## src/rtl/analog_scan_if.sv

```systemverilog
// Sample/result bus between the ADC front end and the channel scanner.
// The slave side is the scanner; the master side is the ADC plus result consumers.
interface analog_scan_if #(
  parameter int NUM_CH   = 4,
  parameter int SAMPLE_W = 10
);
  logic                         enable;
  logic [3:0]                   channel;
  logic                         new_sample;
  logic [SAMPLE_W-1:0]          sample;
  logic [3:0]                   sample_channel;
  logic [NUM_CH*SAMPLE_W-1:0]   out;
  logic                         out_valid;
  logic [3:0]                   out_channel;
  logic                         scan_done;

  modport master (
    output enable, new_sample, sample, sample_channel,
    input  channel, out, out_valid, out_channel, scan_done
  );

  modport slave (
    input  enable, new_sample, sample, sample_channel,
    output channel, out, out_valid, out_channel, scan_done
  );
endinterface

```

## src/rtl/analog_scan.sv

```systemverilog
// Round-robin ADC channel scanner: discards settling samples after each mux switch,
// averages 2**AVG_LOG2 tagged samples per channel and holds one result per channel.
module analog_scan #(
  parameter int NUM_CH   = 4,
  parameter int SAMPLE_W = 10,
  parameter int AVG_LOG2 = 2,
  parameter int SETTLE   = 1
) (
  input  logic          clk,
  input  logic          rst,
  analog_scan_if.slave  bus
);
  localparam int ACC_W  = SAMPLE_W + AVG_LOG2;
  localparam int CNT_W  = AVG_LOG2 + 1;
  localparam int DISC_W = $clog2(SETTLE + 2);
  localparam logic [CNT_W-1:0]  CNT_LAST  = CNT_W'((1 << AVG_LOG2) - 1);
  localparam logic [DISC_W-1:0] DISC_LAST = DISC_W'((SETTLE > 0) ? SETTLE - 1 : 0);
  localparam logic [3:0]        CH_LAST   = 4'(NUM_CH - 1);

  typedef enum logic {
    S_DISCARD,
    S_ACCUM
  } state_t;

  localparam state_t S_START = (SETTLE > 0) ? S_DISCARD : S_ACCUM;

  state_t                       r_state;
  logic [3:0]                   r_ch;
  logic [ACC_W-1:0]             r_acc;
  logic [CNT_W-1:0]             r_cnt;
  logic [DISC_W-1:0]            r_disc;
  logic [NUM_CH*SAMPLE_W-1:0]   r_out;
  logic                         r_out_valid;
  logic [3:0]                   r_out_ch;
  logic                         r_scan_done;

  logic                         w_accept;
  logic [ACC_W-1:0]             w_sum;
  logic [SAMPLE_W-1:0]          w_avg;
  logic [3:0]                   w_ch_next;

  // Strobes tagged with a channel other than the pointer come from a stale mux setting.
  assign w_accept  = bus.new_sample & bus.enable & (bus.sample_channel == r_ch);
  assign w_sum     = r_acc + ACC_W'(bus.sample);
  assign w_avg     = SAMPLE_W'(w_sum >> AVG_LOG2);
  assign w_ch_next = (r_ch == CH_LAST) ? '0 : r_ch + 4'd1;

  always_ff @(posedge clk) begin
    if (rst) begin
      r_state     <= S_START;
      r_ch        <= '0;
      r_acc       <= '0;
      r_cnt       <= '0;
      r_disc      <= '0;
      r_out       <= '0;
      r_out_valid <= 1'b0;
      r_out_ch    <= '0;
      r_scan_done <= 1'b0;
    end else begin
      r_out_valid <= 1'b0;
      r_scan_done <= 1'b0;
      if (w_accept) begin
        case (r_state)
          S_DISCARD: begin
            if (r_disc == DISC_LAST) begin
              r_disc  <= '0;
              r_state <= S_ACCUM;
            end else begin
              r_disc <= r_disc + DISC_W'(1);
            end
          end
          S_ACCUM: begin
            if (r_cnt == CNT_LAST) begin
              r_out[r_ch*SAMPLE_W +: SAMPLE_W] <= w_avg;
              r_acc       <= '0;
              r_cnt       <= '0;
              r_out_valid <= 1'b1;
              r_out_ch    <= r_ch;
              r_scan_done <= (r_ch == CH_LAST);
              r_ch        <= w_ch_next;
              r_state     <= S_START;
            end else begin
              r_acc <= w_sum;
              r_cnt <= r_cnt + CNT_W'(1);
            end
          end
          default: r_state <= S_START;
        endcase
      end
    end
  end

  assign bus.channel     = r_ch;
  assign bus.out         = r_out;
  assign bus.out_valid   = r_out_valid;
  assign bus.out_channel = r_out_ch;
  assign bus.scan_done   = r_scan_done;
endmodule
```

## src/flat_wrapper.sv

```systemverilog
// flat-port wrapper written by rule: the top's interface ports become plain ports
module analog_scan_flat 
#(
  parameter int NUM_CH   = 4,
  parameter int SAMPLE_W = 10,
  parameter int AVG_LOG2 = 2,
  parameter int SETTLE   = 1
)
  (clk, rst, bus_enable, bus_new_sample, bus_sample, bus_sample_channel, bus_channel, bus_out, bus_out_valid, bus_out_channel, bus_scan_done);
  analog_scan_if #(.NUM_CH(NUM_CH), .SAMPLE_W(SAMPLE_W)) bus_i ();
  input  logic clk;
  input  logic rst;
  input wire logic [$bits(bus_i.enable)-1:0] bus_enable;
  input wire logic [$bits(bus_i.new_sample)-1:0] bus_new_sample;
  input wire logic [$bits(bus_i.sample)-1:0] bus_sample;
  input wire logic [$bits(bus_i.sample_channel)-1:0] bus_sample_channel;
  output wire logic [$bits(bus_i.channel)-1:0] bus_channel;
  output wire logic [$bits(bus_i.out)-1:0] bus_out;
  output wire logic [$bits(bus_i.out_valid)-1:0] bus_out_valid;
  output wire logic [$bits(bus_i.out_channel)-1:0] bus_out_channel;
  output wire logic [$bits(bus_i.scan_done)-1:0] bus_scan_done;
  assign bus_i.enable = bus_enable;
  assign bus_i.new_sample = bus_new_sample;
  assign bus_i.sample = bus_sample;
  assign bus_i.sample_channel = bus_sample_channel;
  assign bus_channel = bus_i.channel;
  assign bus_out = bus_i.out;
  assign bus_out_valid = bus_i.out_valid;
  assign bus_out_channel = bus_i.out_channel;
  assign bus_scan_done = bus_i.scan_done;
  analog_scan #(.NUM_CH(NUM_CH), .SAMPLE_W(SAMPLE_W), .AVG_LOG2(AVG_LOG2), .SETTLE(SETTLE)) u_core (.clk(clk), .rst(rst), .bus(bus_i));
endmodule
```

## config.mk

```make
export PLATFORM = sky130hd
export DESIGN_NAME = analog_scan_flat
export DESIGN_NICKNAME = d
export VERILOG_FILES = /design/src/rtl/analog_scan_if.sv /design/src/rtl/analog_scan.sv /design/src/flat_wrapper.sv
export SDC_FILE = /design/constraint.sdc
export NUM_CORES = 1
export LEC_CHECK = 0
export BUFFER_PORTS_ARGS = -buffer_cell sky130_fd_sc_hd__buf_2
export CORE_MARGIN = 5
export CORE_UTILIZATION = 45
export CTS_CLUSTER_DIAMETER = 40
export DETAILED_ROUTE_END_ITERATION = 8
export PLACE_DENSITY = 0.63
export SLEW_MARGIN = 10
export SYNTH_ARGS = -nofsm -noshare
export SYNTH_HDL_FRONTEND = slang
export SYNTH_SLANG_ARGS = --single-unit
```

## constraint.sdc

```tcl
create_clock -name clk -period 4.6 [get_ports clk]
set_clock_uncertainty 0.15 [all_clocks]
set_input_delay 0.69 -clock clk [delete_from_list [all_inputs] [get_ports clk]]
set_output_delay 0.69 -clock clk [all_outputs]
set_load 0.03 [all_outputs]
```

Yosys cells after proc, flatten, opt, wreduce, memory -nomap -nowiden
Cells that the tools add are included.
Operators by class
  add/sub/neg operators: 5
  multiply operators: 1
  equal/unequal tests: 3
  shifts and indexed selects: 2
  muxes and demuxes: 9
  bitwise operators: 5
  reductions and logical operators: 6
Operator list (number)
  $bwmux 40: 1
  $shift 10x34->40 const A: 1
  $shiftx 10x34->40: 1
  $neg 8->34: 1
  $add 12x10->12: 1
  $mux 12: 1
  $mul 4x3->7 const B: 1
  $add 4x1->4 const B: 1
  $eq 4x2->1 const B: 1
  $eq 4x4->1: 1
  $mux 4: 1
  $reduce_and 2->1: 2
  $reduce_or 4->1: 1
  $add 3x1->3 const B: 1
  $eq 3x2->1 const B: 1
  $mux 1: 3
  $mux 3: 1
  $not 1->1: 3
  $reduce_and 3->1: 1
  $reduce_or 3->1: 1
  $add 2x1->2 const B: 1
  $and 1x1->1: 2
  $logic_not 2->1: 1
  $mux 2: 1
  $pmux 1 s2: 1
Word-level totals
  flip-flop bits (word level): 68
  output and inout bits: 50

Depth between registers and ports, before layout
Gate-level depths: netlist (run 1).
  word-level depth: 4
  gate-level depth with buffers: 15
  mapped depth without buffers: 12

Least setup slack after synthesis (run 1)
No wires, ideal clock.
  path type: reg2reg
  from: reg u_core.r_ch[1] (netlist: u_core.bus.channel[1])
  to: reg u_core.r_out[10] (netlist: u_core.bus.out[10])
  data arrival time: 3.948 ns
  data required time: 4.359 ns
  setup slack: 0.411 ns
  stages on the path, launching flop included: 15
  buffers on the path: 2
  cells stage by stage: dfxtp_1 ha_1 ha_1 fa_1 nor4b_1 nand2_1 ha_1 clkbuf_1 nand2b_1 a2111oi_4 and3_1 buf_4 nor2b_4 nor2_1 a311oi_1
Between the ends
  longest elaborated chain between the ends: 4
  elaborated cells on any way between the ends: 8
Ends and longest elaborated chain
  from (decl): RTL line analog_scan.sv:28  | logic [3:0] r_ch;
  from (signal assigned): RTL line analog_scan.sv:80  | r_ch <= w_ch_next;
  $mul 4x3->7: RTL line analog_scan.sv:74  | r_out[r_ch*SAMPLE_W +: SAMPLE_W] <= w_avg;
  $neg 8->34: RTL line analog_scan.sv:74
  $shiftx 10x34->40 / $shift 10x34->40 (equally long branches): RTL line analog_scan.sv:74
  $bwmux 40: RTL line analog_scan.sv:74
  to (signal, indexed assignment): RTL line analog_scan.sv:74
  to (decl): RTL line analog_scan.sv:32  | logic [NUM_CH*SAMPLE_W-1:0] r_out;
Several ways; a longest one is shown, not always the timed one.
A chain may end at the register's enable or synchronous reset.

Worst setup path in the final report (run 1)
Same ends and word-level chain as after synthesis.

==> flow_summary.yaml, run 1 <==
clocking:
  numCtsBuffers: 9
  post_cts_resized: 0
  cts_buffer_depth: 2
  htree_num_levels: 3
  post_cts_buffers: 0
  cts_hold_buf: 0
  clk_pin_slew_ns: 0.08
  clkSinkCount: 68
  root_buffer: "clkbuf_8"
  clk_latency_ns: 0.36
  cts_tree: "yes"
placement:
  place_ws_ns: 0.302
  routabilityCongestion: 0.983
  io_buffer_count: 67
  dp_hpwl_mm: 10.8
sta:
  hold_viol_final: 0
  tightest_slew_ns: 0.981
  fin_hold_ws_ns: 0.306
  period_share: 0.950
  setup_violations: 0
  fin_ws_ns: 0.231
  max_freq_ghz: 0.229
  drv_slew: 0
  tns_ns: 0
  period_needed_ns: 4.37
  relSlewSlack: 0.341
  grt_setup_unrepaired: "false"
power:
  leakagePower_uw: 0.00205
  finalPower_uw: 1240
  irDropWorstVdd_mv: 0.128
  p_per_area_nw_per_um2: 230
floorplanning:
  die_w_um: 112
  ios: 68
  core_um2: 10300
  die_h_um: 112
  dieArea_um2: 12600
  num_rows: 37
  initial_core_util: 0.457
critical_path:
  crit_chain: "ha_1, ha_1, fa_1, nor4b_1, nand2_1, ha_1, nand2b_1, a2111oi_4, and3_1, nor2b_4, nor2_1, a311oi_1"
  worstPathMaxFanout: 11
  crit_arrival_ns: 4.49
  r2r_slack_ns: 0.23
  crit_slowest_cell: "dfxtp_1"
  worstSetupPathType: "register to register"
  critPathLaunchType: "register"
  cp_slowest_stage_delay_ns: 0.57
  endpoint_kind: "register"
  crit_path_frequent_cell: "ha_1"
  ff2ff_path_depth: 12
  required_ns: 4.72
flow_run:
  drv_cap: 0
drt:
  viasPerCell: 5.99
  drc: 0
  wl_mm: 14.3
  postRouteAntennaNets: 0
  vias: 4812
  wl_per_cell_um: 17.8
  drt-initial-drc-count: 407
  drt-pass1-iter-count: 5
yosys:
  syn_avg_cell_area_um2: 7.75
  synthArstFlopShare: 0
  yosys_warnings: 0
  yosys_register_bits: 68
  synthFlopType: "dfxtp_1"
  netlist_instances: 606
  synth-edff-count: 0
  ys_types: 77
  synthesis.area_um2: 4700
  ys_seq_area_frac: 0.290
  synth_nets: 646
cells_and_area:
  layout_common_cells: "nor2_1, dfxtp_1, buf_2, nand2_1, a21oi_1"
  area_growth_pct: 14.9
  num_antenna_cells: 0
  nNetsFinal: 703
  final_common_cell: "nor2_1"
  drive_gt1_frac: 0.184
global_routing:
  gr-total-overflow: 0
  antenna_found_initial: 0
  first_global_vias: 4450
  grt_usage: 0.225
  grt_max_degree: 72
  grt_pass1_wl_mm: 23.2
min_path:
  hold_path_depth: 2
  hold_class: "register to register"
outcome:
  status: "finished clean"
[power breakdown]
part,total [uW],leakage (uW),internal [uW],switching [uW]
sequential,588,0.000547,588,0.147
combinational,68.5,0.00139,23.9,44.7
clock,586,0.000116,350,236
[kinds of logic after synthesis]
| logic type | count (synthesis) | synth area share |
|---|---|---|
| flip-flops | 68 | 0.290 |
| AND/OR/NAND/NOR | 263 | 0.284 |
| adder cells (fa/ha/maj) | 22 | 0.0618 |
| XOR/XNOR | 24 | 0.0487 |
| buffers and inverters | 51 | 0.0466 |
| multiplexers | 7 | 0.0176 |
| AO/OA/AOI/OAI | 171 | 0.251 |
[worst paths after layout]
path / from / to
max: u_core.bus.channel[1] / u_core.bus.out[10]
max reg2reg: u_core.bus.channel[1] / u_core.bus.out[10]
min reg2reg: u_core.r_cnt[2] / u_core.r_cnt[2]
min: u_core.r_cnt[2] / u_core.r_cnt[2]
[cell usage after synthesis, drive strengths merged (3+ instances only)]
| master | instances | area [um^2] |
|---|---|---|
| nor2b | 6 | 45.0 |
| ha | 20 | 250 |
| o21bai | 5 | 41.3 |
| mux2i | 6 | 60.1 |
| o221ai | 3 | 26.3 |
| or3b | 3 | 26.3 |
| xor2 | 10 | 106 |
| and4 | 3 | 26.3 |
| nand3 | 23 | 115 |
| a2111oi | 3 | 45.1 |
| nand4 | 13 | 96.3 |
| o2111ai | 4 | 35.0 |
| nor2 | 95 | 375 |
| buf | 8 | 56.3 |
| inv | 13 | 48.8 |
| o21ai | 22 | 110 |
| xnor2 | 14 | 123 |
| a21o | 5 | 37.5 |
| a211oi | 16 | 125 |
| clkbuf | 30 | 114 |
| nand3b | 6 | 45.0 |
| or2 | 3 | 18.8 |
| a32oi | 8 | 70.1 |
| nand2 | 54 | 203 |
| nor3 | 26 | 150 |
| dfxtp | 68 | 1360 |
| a22oi | 7 | 52.6 |
| nand2b | 8 | 50.1 |
| nor3b | 6 | 55.1 |
| a31oi | 6 | 37.5 |
| o211ai | 8 | 60.1 |
| o31ai | 5 | 51.3 |
| a311oi | 7 | 61.3 |
| a21oi | 53 | 273 |
| and3 | 5 | 31.3 |
| or3 | 3 | 18.8 |
| o22ai | 6 | 37.5 |
[worst max-delay path, delay by kind of cell, from the launching register on]
family          cells  cell delay (ns)
compound gates      2             0.56
simple gates        6             1.47
flops               1             0.57
fa+ha+maj           4             1.53
[metal layers]
layer / up-vias / GRT usage / share of wire
met5: - / 0 / 0
met4: 0 / 0.104 / 0.031
met1: 2244 / 0.304 / 0.46
li1: 2344 / - / -
met3: 35 / 0.0420 / 0.071
met2: 189 / 0.346 / 0.44
[sequential cells by signal, indices dropped and copies added (netlist names)]
name	cells
u_core.r_cnt	3
u_core.r_state	1
u_core.bus.channel	4
u_core.bus.out_channel	4
u_core.bus.out	40
u_core.r_disc	2
u_core.bus.out_valid	1
u_core.r_acc	12
u_core.bus.scan_done	1
[through the flow]
stage	utilization	instance area, um^2	std cells
6_report	0.525	5400	804
5_1_grt	0.525	5400	804
4_1_cts	0.525	5400	804
3_5_place_dp	0.502	5160	788
3_3_place_gp	0.502	5160	788
2_1_floorplan	-	4700	606
[area by class of cell]
class / instances / area (um^2)
repair buffers: 84 / 463
well taps: 136 / 170
multi-input cells: 487 / 3120
clock inverters: 3 / 67.6
inverters: 13 / 48.8
fillers: 1025 / 4880
flip-flops and latches: 68 / 1360
clock buffers: 13 / 169
Power figures use the tool's default switching activity.
==> run 2, diff against run 1 <==
CORE_MARGIN = default   (was 5)
CTS_CLUSTER_SIZE = 25   (was default)
==> run 2 against run 1 <==
Clock power fell by 27%. Sequential cell count did not move. Wire length down 0.98%. Power is 13% lower. Largest power group unchanged.
==> flow_summary.yaml, run 2 (synthesized netlist as in run 1, its figures left out) <==
global_routing:
  grt_pass1_wl_mm: 23.1
  gr-total-overflow: 0
  grt_max_degree: 47
  antenna_found_initial: 0
  grt_usage: 0.266
  first_global_vias: 4476
power:
  p_per_area_nw_per_um2: 204
  comb_power_share: 0.064
  switching_share: 0.260
  irDropWorstVdd_mv: 0.148
  p_seq_frac: 0.543
  p_sw_uw: 281
  pwr-share-clk: 0.393
  intPower_uw: 801
  leakagePower_uw: 0.00201
cells_and_area:
  nNetsFinal: 702
  drive_gt1_frac: 0.182
  area_growth_pct: 13.0
  num_antenna_cells: 0
  final_common_cell: "nor2_1"
  largest_register_ffs: 40
  fillerInstances: 980
  layout_common_cells: "nor2_1, dfxtp_1, buf_2, nand2_1, a21oi_1"
clocking:
  cts_tree: "yes"
  htree_num_levels: 3
  clk_latency_ns: 0.34
  post_cts_buffers: 0
  numCtsBuffers: 9
  clk_pin_slew_ns: 0.08
  post_cts_resized: 0
  cts_hold_buf: 0
  cts_buffer_depth: 2
  root_buffer: "clkbuf_8"
  clkSinkCount: 68
floorplanning:
  ios: 68
  die_w_um: 104
  die_h_um: 104
  num_rows: 36
  core_um2: 9950
  dieArea_um2: 10900
  initial_core_util: 0.472
critical_path:
  worstPathMaxFanout: 11
  critPathLaunchType: "register"
  worstSetupPathType: "register to register"
  endpoint_kind: "register"
  r2r_slack_ns: 0.44
  crit_arrival_ns: 4.27
  required_ns: 4.71
sta:
  period_share: 0.904
  fin_hold_ws_ns: 0.308
  drv_slew: 0
  period_needed_ns: 4.16
  max_freq_ghz: 0.241
  relSlewSlack: 0.373
  tns_ns: 0
  setup_violations: 0
  grt_setup_unrepaired: "false"
  hold_viol_final: 0
  tightest_slew_ns: 0.925
outcome:
  status: "finished clean"
drt:
  vias: 4852
  viasPerCell: 6.07
  wl_mm: 14.2
  drt-pass1-iter-count: 5
  wl_per_cell_um: 17.8
  drc: 0
  postRouteAntennaNets: 0
  drt-initial-drc-count: 365
placement:
  dp_hpwl_mm: 10.6
  io_buffer_count: 67
  routabilityCongestion: 0.939
min_path:
  hold_class: "register to register"
flow_run:
  drv_cap: 0
run 2: changes by cell type in the layout (fill, tap and decap cells not counted), sizes merged:
cell      delta
clkinv       +3
bufinv       -2
buf          -1
clkbuf       -3
clkinvlp     +1
run 2: path summary, 6_finish.rpt:
path,start,endpoint,depth (start not counted)
max,u_core.bus.channel[3],u_core.bus.out[10],12
min,u_core.bus.out_channel[1],u_core.bus.out_channel[1],2
max reg2reg,u_core.bus.channel[3],u_core.bus.out[10],12
min reg2reg,u_core.bus.out_channel[1],u_core.bus.out_channel[1],2
run 2: area by class of cell:
type | instances | area [um^2] | area share
multi-input cells | 487 | 3120 | 0.587
flip-flops and latches | 68 | 1360 | 0.256
repair buffers | 83 | 455 | 0.0858
well taps | 133 | 166 | 0.0314
clock buffers | 10 | 128 | 0.0240
inverters | 13 | 48.8 | 0.00919
clock inverters | 5 | 30.0 | 0.00566
run 2: per-stage QoR:
stage                util  power [uW]  cell area [um^2]  std cells  setup WS (ns)
floorplan               -         645              4700        606          0.411
detailed placement  0.517         669              5150        784          0.486
CTS                 0.533        1090              5310        799          0.466
finish              0.533        1080              5310        799          0.444
global placement    0.517         669              5150        784          0.626
global route        0.533        1130              5310        799          0.113
run 2: layer usage:
layer,global-route usage,part of all wire,vias up
met5,0,0,-
met3,0.0614,0.079,34
met1,0.353,0.44,2242
met2,0.418,0.45,224
met4,0.0980,0.027,0
li1,-,-,2352
run 2: power by group through the flow:
stage / sequential, uW / combinational [uW] / clock [uW]
6_report: 588 / 68.8 / 426
5_1_grt: 588 / 74.2 / 465
4_1_cts: 588 / 67.4 / 439
3_5_place_dp: 602 / 67.2 / 0
3_3_place_gp: 602 / 66.8 / 0
2_1_floorplan: 602 / 42.6 / 0
run 2: worst max-delay path, cell delays in order (launching register included):
cell and delay, ns:
dfxtp_1 0.57, ha_1 0.32, ha_1 0.23, fa_1 0.45, nor4b_1 0.51, nand2_1 0.11
ha_1 0.32, nand2b_1 0.11, a2111oi_4 0.37, and3_1 0.43, nor2b_4 0.24, nor2_1 0.05
a311oi_1 0.22
